File: src/rtl/de_md_reg_pkg.sv
// Shared constants for the D->E register: MDU opcode encodings, fixed PCs,
// exception codes and the MD-class opcode decode helpers.
package de_md_reg_pkg;

    localparam logic [3:0] MDU_NONE  = 4'd0;
    localparam logic [3:0] MDU_MULT  = 4'd1;
    localparam logic [3:0] MDU_MULTU = 4'd2;
    localparam logic [3:0] MDU_DIV   = 4'd3;
    localparam logic [3:0] MDU_DIVU  = 4'd4;
    localparam logic [3:0] MDU_MFHI  = 4'd5;
    localparam logic [3:0] MDU_MFLO  = 4'd6;
    localparam logic [3:0] MDU_MTHI  = 4'd7;
    localparam logic [3:0] MDU_MTLO  = 4'd8;

    localparam logic [31:0] RESET_PC   = 32'h0000_3000;
    localparam logic [31:0] HANDLER_PC = 32'h0000_4180;

    localparam logic [4:0] EXC_NONE = 5'd0;
    localparam logic [4:0] EXC_ADEL = 5'd4;
    localparam logic [4:0] EXC_ADES = 5'd5;
    localparam logic [4:0] EXC_RI   = 5'd10;
    localparam logic [4:0] EXC_OV   = 5'd12;

    // Any opcode that touches HI/LO or the MDU pipeline.
    function automatic logic mdu_is_md(input logic [31:0] op);
        return (op >= 32'(MDU_MULT)) && (op <= 32'(MDU_MTLO));
    endfunction

    // Opcodes that launch a multi-cycle MDU operation.
    function automatic logic mdu_is_start(input logic [31:0] op);
        return (op >= 32'(MDU_MULT)) && (op <= 32'(MDU_DIVU));
    endfunction

endpackage

File: src/rtl/de_md_reg_md_stall_unit.sv
// Multiply/divide structural stall term plus a saturating count of MD-stall cycles.
module md_stall_unit #(
    parameter int CNT_W = 32
) (
    input  logic             clk,
    input  logic             reset,
    input  logic             req,
    input  logic             is_md,
    input  logic             e_start,
    input  logic             e_busy,
    output logic             md_stall,
    output logic [CNT_W-1:0] md_stall_cnt
);

    logic [CNT_W-1:0] cnt_reg;

    // Busy is still low during the MDU's Start cycle, so the in-flight Start counts too.
    assign md_stall     = is_md && (e_start || e_busy);
    assign md_stall_cnt = cnt_reg;

    always_ff @(posedge clk) begin
        if (reset) begin
            cnt_reg <= '0;
        end else if (md_stall && !req && (cnt_reg != {CNT_W{1'b1}})) begin
            cnt_reg <= cnt_reg + CNT_W'(1);
        end
    end

endmodule

File: src/rtl/de_md_reg.sv
// D->E pipeline register in front of the MDU: loads, bubbles on stall,
// flushes to the handler on req, and registers the MDU Start pulse.
module de_md_reg
    import de_md_reg_pkg::*;
#(
    parameter int DATA_W  = 32,
    parameter int MDUOP_W = 4,
    parameter int CNT_W   = 32
) (
    input  logic               clk,
    input  logic               reset,
    input  logic               req,
    input  logic               hazard_stall,
    input  logic               e_busy,
    input  logic [DATA_W-1:0]  d_pc,
    input  logic [DATA_W-1:0]  d_instr,
    input  logic [DATA_W-1:0]  d_rs_data,
    input  logic [DATA_W-1:0]  d_rt_data,
    input  logic [DATA_W-1:0]  d_imm32,
    input  logic [MDUOP_W-1:0] d_mduop,
    input  logic [4:0]         d_wa,
    input  logic [1:0]         d_tnew,
    input  logic [4:0]         d_exccode,
    input  logic               d_bd,
    output logic [DATA_W-1:0]  e_pc,
    output logic [DATA_W-1:0]  e_instr,
    output logic [DATA_W-1:0]  e_rs_data,
    output logic [DATA_W-1:0]  e_rt_data,
    output logic [DATA_W-1:0]  e_imm32,
    output logic [MDUOP_W-1:0] e_mduop,
    output logic [4:0]         e_wa,
    output logic [1:0]         e_tnew,
    output logic [4:0]         e_exccode,
    output logic               e_bd,
    output logic               e_start,
    output logic               md_stall,
    output logic               stall,
    output logic [CNT_W-1:0]   md_stall_cnt
);

    logic [DATA_W-1:0]  e_pc_reg, e_instr_reg, e_rs_data_reg, e_rt_data_reg, e_imm32_reg;
    logic [MDUOP_W-1:0] e_mduop_reg;
    logic [4:0]         e_wa_reg, e_exccode_reg;
    logic [1:0]         e_tnew_reg;
    logic               e_bd_reg, e_start_reg;
    logic               is_md, is_start;

    assign is_md    = mdu_is_md(32'(d_mduop));
    assign is_start = mdu_is_start(32'(d_mduop));
    assign stall    = md_stall | hazard_stall;

    md_stall_unit #(.CNT_W(CNT_W)) u_md_stall_unit (
        .clk          (clk),
        .reset        (reset),
        .req          (req),
        .is_md        (is_md),
        .e_start      (e_start_reg),
        .e_busy       (e_busy),
        .md_stall     (md_stall),
        .md_stall_cnt (md_stall_cnt)
    );

    always_ff @(posedge clk) begin
        if (reset) begin
            e_pc_reg      <= DATA_W'(RESET_PC);
            e_instr_reg   <= '0;
            e_rs_data_reg <= '0;
            e_rt_data_reg <= '0;
            e_imm32_reg   <= '0;
            e_mduop_reg   <= MDUOP_W'(MDU_NONE);
            e_wa_reg      <= '0;
            e_tnew_reg    <= '0;
            e_exccode_reg <= EXC_NONE;
            e_bd_reg      <= 1'b0;
            e_start_reg   <= 1'b0;
        end else if (req) begin
            e_pc_reg      <= DATA_W'(HANDLER_PC);
            e_instr_reg   <= '0;
            e_rs_data_reg <= '0;
            e_rt_data_reg <= '0;
            e_imm32_reg   <= '0;
            e_mduop_reg   <= MDUOP_W'(MDU_NONE);
            e_wa_reg      <= '0;
            e_tnew_reg    <= '0;
            e_exccode_reg <= EXC_NONE;
            e_bd_reg      <= 1'b0;
            e_start_reg   <= 1'b0;
        end else if (stall) begin
            // Bubble keeps PC and BD so EPC is right if an interrupt lands on it.
            e_pc_reg      <= d_pc;
            e_instr_reg   <= '0;
            e_rs_data_reg <= '0;
            e_rt_data_reg <= '0;
            e_imm32_reg   <= '0;
            e_mduop_reg   <= MDUOP_W'(MDU_NONE);
            e_wa_reg      <= '0;
            e_tnew_reg    <= '0;
            e_exccode_reg <= EXC_NONE;
            e_bd_reg      <= d_bd;
            e_start_reg   <= 1'b0;
        end else begin
            e_pc_reg      <= d_pc;
            e_instr_reg   <= d_instr;
            e_rs_data_reg <= d_rs_data;
            e_rt_data_reg <= d_rt_data;
            e_imm32_reg   <= d_imm32;
            e_mduop_reg   <= d_mduop;
            e_wa_reg      <= d_wa;
            e_tnew_reg    <= d_tnew;
            e_exccode_reg <= d_exccode;
            e_bd_reg      <= d_bd;
            e_start_reg   <= is_start;
        end
    end

    assign e_pc      = e_pc_reg;
    assign e_instr   = e_instr_reg;
    assign e_rs_data = e_rs_data_reg;
    assign e_rt_data = e_rt_data_reg;
    assign e_imm32   = e_imm32_reg;
    assign e_mduop   = e_mduop_reg;
    assign e_wa      = e_wa_reg;
    assign e_tnew    = e_tnew_reg;
    assign e_exccode = e_exccode_reg;
    assign e_bd      = e_bd_reg;
    assign e_start   = e_start_reg;

endmodule

File: config.mk
export PLATFORM = sky130hd
export DESIGN_NAME = de_md_reg
export DESIGN_NICKNAME = d
export VERILOG_FILES = /design/src/rtl/de_md_reg_pkg.sv /design/src/rtl/de_md_reg_md_stall_unit.sv /design/src/rtl/de_md_reg.sv
export SDC_FILE = /design/constraint.sdc
export NUM_CORES = 1
export LEC_CHECK = 0
export ABC_AREA = 1
export BUFFER_PORTS_ARGS = -buffer_cell sky130_fd_sc_hd__buf_2
export CAP_MARGIN = 20
export CORE_MARGIN = 2
export CORE_UTILIZATION = 30
export DETAILED_ROUTE_END_ITERATION = 10
export GPL_TIMING_DRIVEN = 0
export PLACE_DENSITY = 0.57
export SYNTH_ARGS = -nofsm -noshare
export SYNTH_HDL_FRONTEND = slang
export SYNTH_SLANG_ARGS = --single-unit
File: constraint.sdc
create_clock -name clk -period 1.95 [get_ports clk]
set_clock_uncertainty 0.05 [all_clocks]
set_input_delay 0.0975 -clock clk [delete_from_list [all_inputs] [get_ports clk]]
set_output_delay 0.0975 -clock clk [all_outputs]
set_load 0.05 [all_outputs]
# Yosys cells after proc, flatten, opt, wreduce, memory -nomap -nowiden
# Index checks and enable logic that the tools add are counted.
# word_totals
reg_bits	210
latchBits	0
ramBits	0
mem_bits_ro	0
inputBits	182
out_inout_bits	212
elab_cells	29
mem_count	0
# op_classes
addsub	1
n_mul	0
div_mod_pow	0
n_lt_le_gt_ge	3
eq_ne	1
shifts	0
mux	1
bitwise	1
reduce_logical	9
# op_table
operator	count
32-bit by 1-bit adder with 32-bit output, second input constant	1
32-bit inequality test, second input constant	1
15-bit two-way mux	1
1-bit logical AND	5
4-bit by 1-bit greater-or-equal comparator with 1-bit output, second input constant	1
4-bit by 3-bit less-or-equal comparator with 1-bit output, second input constant	1
4-bit less-or-equal comparator, second input constant	1
3-bit OR reduction	1
2-bit OR reduction	1
1-bit zero test	1
1-bit logical OR	1
1-bit bitwise OR	1

# Longest topological paths before layout
# logic_depth
depth_word	5
ltp_mapped	11
mapped_depth_nobuf	11

# Modules after synthesis
# From an unflattened synthesis, not the netlist that was laid out.
# unflattened
hier_cells	897
hier_area_um2	7339.5
# modules_own_cells
mod	n_inst	cells_each	area_each_um2	seq_area_each_um2
de_md_reg	1	566	5252.5	3563.4
md_stall_unit	1	331	2087.0	640.6

# Worst setup path before layout
# No wires, ideal clock.
# synth_timing
kind	register to register
from	reg u_md_stall_unit.cnt_reg[1] (netlist: u_md_stall_unit.md_stall_cnt[1])
to	reg u_md_stall_unit.cnt_reg[12] (netlist: u_md_stall_unit.md_stall_cnt[12])
setup_ns	0.070
t_arrival_ns	2.040
required_time_ns	1.830
slack_ns	-0.210
stages_incl_launch_ff	12
n_path_buf	2
synth_period_minus_slack_ns	2.160
path_cell_list	dfxtp_1 -> ha_1 -> inv_1 -> nor2_4 -> nand2_4 -> nor2_4 -> nand2_4 -> nand2_4 -> buf_12 -> buf_12 -> nand2_1 -> a21oi_2
# synth_via
elab_chain_len	2
elab_cells_between_ends	3
classes_between	add/sub (1); eq/ne (1); reduce/logical (1)
# synth_rtl
item	line_no	source
start: declaration	de_md_reg_md_stall_unit.sv:15	logic [CNT_W-1:0] cnt_reg;
start signal: assignment	de_md_reg_md_stall_unit.sv:25	cnt_reg <= cnt_reg + CNT_W'(1);
branches (longest 2 deep; another with 32-bit by 1-bit adder with 32-bit output)	--	
# Several ways; the timed one is not identified.
# A chain may end at the register's enable or synchronous reset.

# Final worst setup path
# layout_timing
from	reg u_md_stall_unit.cnt_reg[0] (netlist: u_md_stall_unit.md_stall_cnt[0])
to	reg u_md_stall_unit.cnt_reg[29] (netlist: u_md_stall_unit.md_stall_cnt[29])
# Same word-level chain as after synthesis.

==> flow_summary.html <==
<table>
<tr><th>Metric</th><th>Value</th></tr>
<tr><th colspan="2">Floorplan</th></tr>
<tr><td>Effective utilization at floorplan</td><td>0.308</td></tr>
<tr><td>Die Area</td><td>0.0255 mm^2</td></tr>
<tr><td>Core footprint</td><td>0.0236 mm^2</td></tr>
<tr><td>Number of ports placed on the die boundary</td><td>394</td></tr>
<tr><td>Total number of placement rows</td><td>56</td></tr>
<tr><td>Die extent in x</td><td>160 um</td></tr>
<tr><td>Die H</td><td>160 um</td></tr>
<tr><th colspan="2">Logic synthesis</th></tr>
<tr><td>Number of nets produced by synthesis</td><td>1110</td></tr>
<tr><td>Xor-xnor portion of the synthesized cell area</td><td>0.0157</td></tr>
<tr><td>Number of distinct library cells after synthesis</td><td>25</td></tr>
<tr><td>EDFF count, synth</td><td>0</td></tr>
<tr><td>Adder-Cell Fraction of Synth Area</td><td>0.00172</td></tr>
<tr><td>Number of synthesized register bits</td><td>210</td></tr>
<tr><td>Complex-gate fraction of the synthesized area</td><td>0.0248</td></tr>
<tr><td>Number of warnings printed during yosys synthesis</td><td>0</td></tr>
<tr><td>Post-Syn Instances</td><td>927</td></tr>
<tr><td>Average size of a mapped cell</td><td>7.84 um^2</td></tr>
<tr><td>Register area share after synthesis</td><td>0.579</td></tr>
<tr><td>Post-Synth Simple-Gate Area</td><td>0.251</td></tr>
<tr><td>Total standard cell area after synthesis</td><td>0.00727 mm^2</td></tr>
<tr><td>Largest family of logic cells by synthesized area</td><td>simple AND/OR/NAND/NOR gates</td></tr>
<tr><td>Async set or reset register ratio after synthesis</td><td>0</td></tr>
<tr><td>Share of cell area taken by muxes after synthesis</td><td>0</td></tr>
<tr><td>Top FF cell, synth</td><td>dfxtp_1</td></tr>
<tr><th colspan="2">Power and ir drop</th></tr>
<tr><td>Worst VDD drop</td><td>0.473 mV</td></tr>
<tr><td>Total leakage power</td><td>6.70 nW</td></tr>
<tr><td>Post-layout power</td><td>0.0104 W</td></tr>
<tr><td>Cell area power density</td><td>832 mW/mm^2</td></tr>
<tr><th colspan="2">Timing</th></tr>
<tr><td>Final hold violation count</td><td>0</td></tr>
<tr><td>Final period demand of the worst path</td><td>1.84 ns</td></tr>
<tr><td>Slew headroom</td><td>0.567</td></tr>
<tr><td>Final worst-path cycle share</td><td>0.944</td></tr>
<tr><td>Setup violations, final</td><td>0</td></tr>
<tr><td>Total count of max-transition violations in the final report</td><td>0</td></tr>
<tr><td>Unrepaired setup endpoints after global routing</td><td>true</td></tr>
<tr><td>Actual slew at the worst max-slew pin</td><td>0.650 ns</td></tr>
<tr><td>Upper clock frequency limit</td><td>0.543 GHz</td></tr>
<tr><td>Summed negative setup slack over all endpoints</td><td>0 ns</td></tr>
<tr><th colspan="2">Final layout</th></tr>
<tr><td>Most common library cell in the layout ignoring fill and taps</td><td>buf_2</td></tr>
<tr><td>Layout area overhead</td><td>71.5%</td></tr>
<tr><td>Final design instance area without fill</td><td>0.0125 mm^2</td></tr>
<tr><td>Most used cells in the layout excluding fill and tap cells</td><td>buf_2 (398), nor2_1 (240), inv_1 (203)</td></tr>
<tr><td>Share of post-route cells with drive strength above 1</td><td>0.328</td></tr>
<tr><td>Number of nets in the layout</td><td>1723</td></tr>
<tr><th colspan="2">Global route</th></tr>
<tr><td>Pin count of the biggest net entering global routing</td><td>13</td></tr>
<tr><td>Wire length of the first global-routing pass</td><td>43500 um</td></tr>
<tr><td>Initial antenna violation count</td><td>3</td></tr>
<tr><td>Number of global-route vias before repair</td><td>7911</td></tr>
<tr><td>All-layer global routing usage</td><td>0.216</td></tr>
<tr><td>Remaining global-route overflow</td><td>0</td></tr>
<tr><th colspan="2">Critical path</th></tr>
<tr><td>Category of the worst setup path capture point</td><td>flip-flop</td></tr>
<tr><td>Worst-path cell chain</td><td>ha_4 &gt; inv_1 &gt; nor2_4 &gt; nand2_4 &gt; nor2_4 &gt; nand2_4 &gt; nand2_4 &gt; buf_12 &gt; buf_6 &gt; nand2_1 &gt; a21oi_2</td></tr>
<tr><td>Crit path buffers/inverters</td><td>3</td></tr>
<tr><td>Worst path arrival time</td><td>2.22 ns</td></tr>
<tr><td>Kind of cell adding the most delay to the critical path</td><td>simple AND/OR/NAND/NOR gates</td></tr>
<tr><td>Worst-path fanout max</td><td>10</td></tr>
<tr><td>Launching element type of the critical path</td><td>flip-flop</td></tr>
<tr><td>CP Data Required Time</td><td>2.33 ns</td></tr>
<tr><td>Crit Path Category</td><td>flip-flop to flip-flop</td></tr>
<tr><td>Slowest CP cell</td><td>dfxtp_4</td></tr>
<tr><td>Delay of the slowest critical-path stage</td><td>0.38 ns</td></tr>
<tr><td>Cell with the most instances on the worst path</td><td>nand2_4</td></tr>
<tr><th colspan="2">Placement</th></tr>
<tr><td>Number of buffers added on ports</td><td>393</td></tr>
<tr><td>Cell Area, Placed</td><td>0.00965 mm^2</td></tr>
<tr><td>HPWL Detailed</td><td>19800 um</td></tr>
<tr><td>Final GP Congestion</td><td>0.878</td></tr>
<tr><th colspan="2">Route</th></tr>
<tr><td>Drc violations</td><td>0</td></tr>
<tr><td>Antenna Violating Nets Remaining</td><td>0</td></tr>
<tr><td>Drt total wl</td><td>28600 um</td></tr>
<tr><td>Via total after detailed routing</td><td>7781</td></tr>
<tr><td>Detail-routed net length per standard cell</td><td>15.2 um</td></tr>
<tr><td>Number of detailed-routing iterations run before antenna repair</td><td>5</td></tr>
<tr><td>Per-cell via count in the routed design</td><td>4.15</td></tr>
<tr><td>Initial DRC Count</td><td>417</td></tr>
<tr><th colspan="2">Clocking</th></tr>
<tr><td>Clock latency of the later-clocked register in the worst-skew pair</td><td>0.50 ns</td></tr>
<tr><td>Total clock sinks</td><td>210</td></tr>
<tr><td>Cell chosen for the clock root</td><td>clkbuf_16</td></tr>
<tr><td>Number of buffers created by CTS</td><td>24</td></tr>
<tr><td>CTS Buffer Depth</td><td>3</td></tr>
<tr><td>Clk slew on worst S/H paths</td><td>0.06 ns</td></tr>
<tr><td>H-Tree Depth</td><td>1</td></tr>
<tr><td>TritonCTS clock tree</td><td>built</td></tr>
<tr><th colspan="2">Min path</th></tr>
<tr><td>Worst hold path class</td><td>primary input to flip-flop</td></tr>
<tr><th colspan="2">Flow run</th></tr>
<tr><td>Max-capacitance violation count</td><td>0</td></tr>
<tr><th colspan="2">Outcome</th></tr>
<tr><td>Run status</td><td>finished clean</td></tr>
</table>
==> routing by layer <==
metal  GRT usage  wire [um]
met1       0.226      10700
met2       0.410      14700
met3      0.0473       1730
met4      0.0988       1370
met5           0         27
==> cell usage after synthesis (5+ instances only) <==
cell	number	share of area
nand4_1	6	0.0052
clkbuf_1	9	0.0046
xor2_1	8	0.0096
nand2_1	136	0.070
nor2_4	5	0.0077
nand2_2	13	0.011
nand3_1	31	0.021
xnor2_1	5	0.0060
dfxtp_1	210	0.58
a21oi_1	12	0.0083
inv_1	203	0.10
buf_2	8	0.0055
nor2_1	242	0.12
a21oi_2	12	0.014
buf_1	6	0.0031
==> final cells by class <==
class / instances / area, um^2
Antenna cell: 1 / 2.50
Buffer: 27 / 173
Clock buffer: 35 / 703
Clock inverter: 7 / 115
Fill cell: 2134 / 11100
Inverter: 206 / 773
Multi-Input combinational cell: 484 / 2160
Sequential cell: 210 / 4230
Tap cell: 319 / 399
Timing Repair Buffer: 587 / 3910
==> final timing paths <==
| kind | start | endpoint | slack (ns) | cells past startpoint |
|---|---|---|---|---|
| setup reg to reg | u_md_stall_unit.md_stall_cnt[0]$_SDFFE_PP0P_ | u_md_stall_unit.md_stall_cnt[29]$_SDFFE_PP0P_ | 0.11 | 11 |
| hold / removal | d_mduop[0] | e_start$_SDFF_PP0_ | 0.03 | 5 |
| hold reg to reg | u_md_stall_unit.md_stall_cnt[14]$_SDFFE_PP0P_ | u_md_stall_unit.md_stall_cnt[14]$_SDFFE_PP0P_ | 0.45 | 2 |
| setup / recovery | u_md_stall_unit.md_stall_cnt[0]$_SDFFE_PP0P_ | u_md_stall_unit.md_stall_cnt[29]$_SDFFE_PP0P_ | 0.11 | 11 |
==> metrics by stage <==
stage / worst slack, ns / instances / utilization / hold WS (ns)
after floorplan: 0.00207 / 927 / - / 0.151
after detailed placement: -0.283 / 1639 / 0.409 / 0.245
after CTS: 0.0109 / 1874 / 0.525 / 0.0138
after global routing: -0.00153 / 1876 / 0.528 / 0.0691
after global placement: -0.237 / 1639 / 0.409 / 0.246
final: 0.110 / 1876 / 0.528 / 0.0304
==> worst register-to-register path: stages, from the launching register on <==
cell	delay, ns
dfxtp_4	0.38
ha_4	0.16
inv_1	0.07
nor2_4	0.15
nand2_4	0.08
nor2_4	0.15
nand2_4	0.12
nand2_4	0.10
buf_12	0.14
buf_6	0.16
nand2_1	0.08
a21oi_2	0.14
==> what timing repair did <==
item	4_1_cts	5_1_grt
endpoints found under the hold margin	178	0
gates resized for setup	3	24
hold buffers	193	0
pin swaps	0	1
buffers inserted	0	1
gates cloned	0	0
endpoints found under the setup margin	125	128
==> logic make-up after synthesis <==
family / after synthesis
AOI/OAI and AO/OA: 27
buffers and inverters: 233
and+or+nand+nor: 443
DFF: 210
adders and majority gates: 1
xor gates and xnor gates: 13
==> power breakdown <==
part | switching (W) | internal, W | total (W) | leakage [nW]
logic | 0.000760 | 0.000529 | 0.00129 | 4.59
clock network | 0.00177 | 0.00289 | 0.00465 | 0.394
registers | 0.0000285 | 0.00439 | 0.00442 | 1.72
total | 0.00256 | 0.00781 | 0.0104 | 6.70
Power figures use the tool's default switching activity.
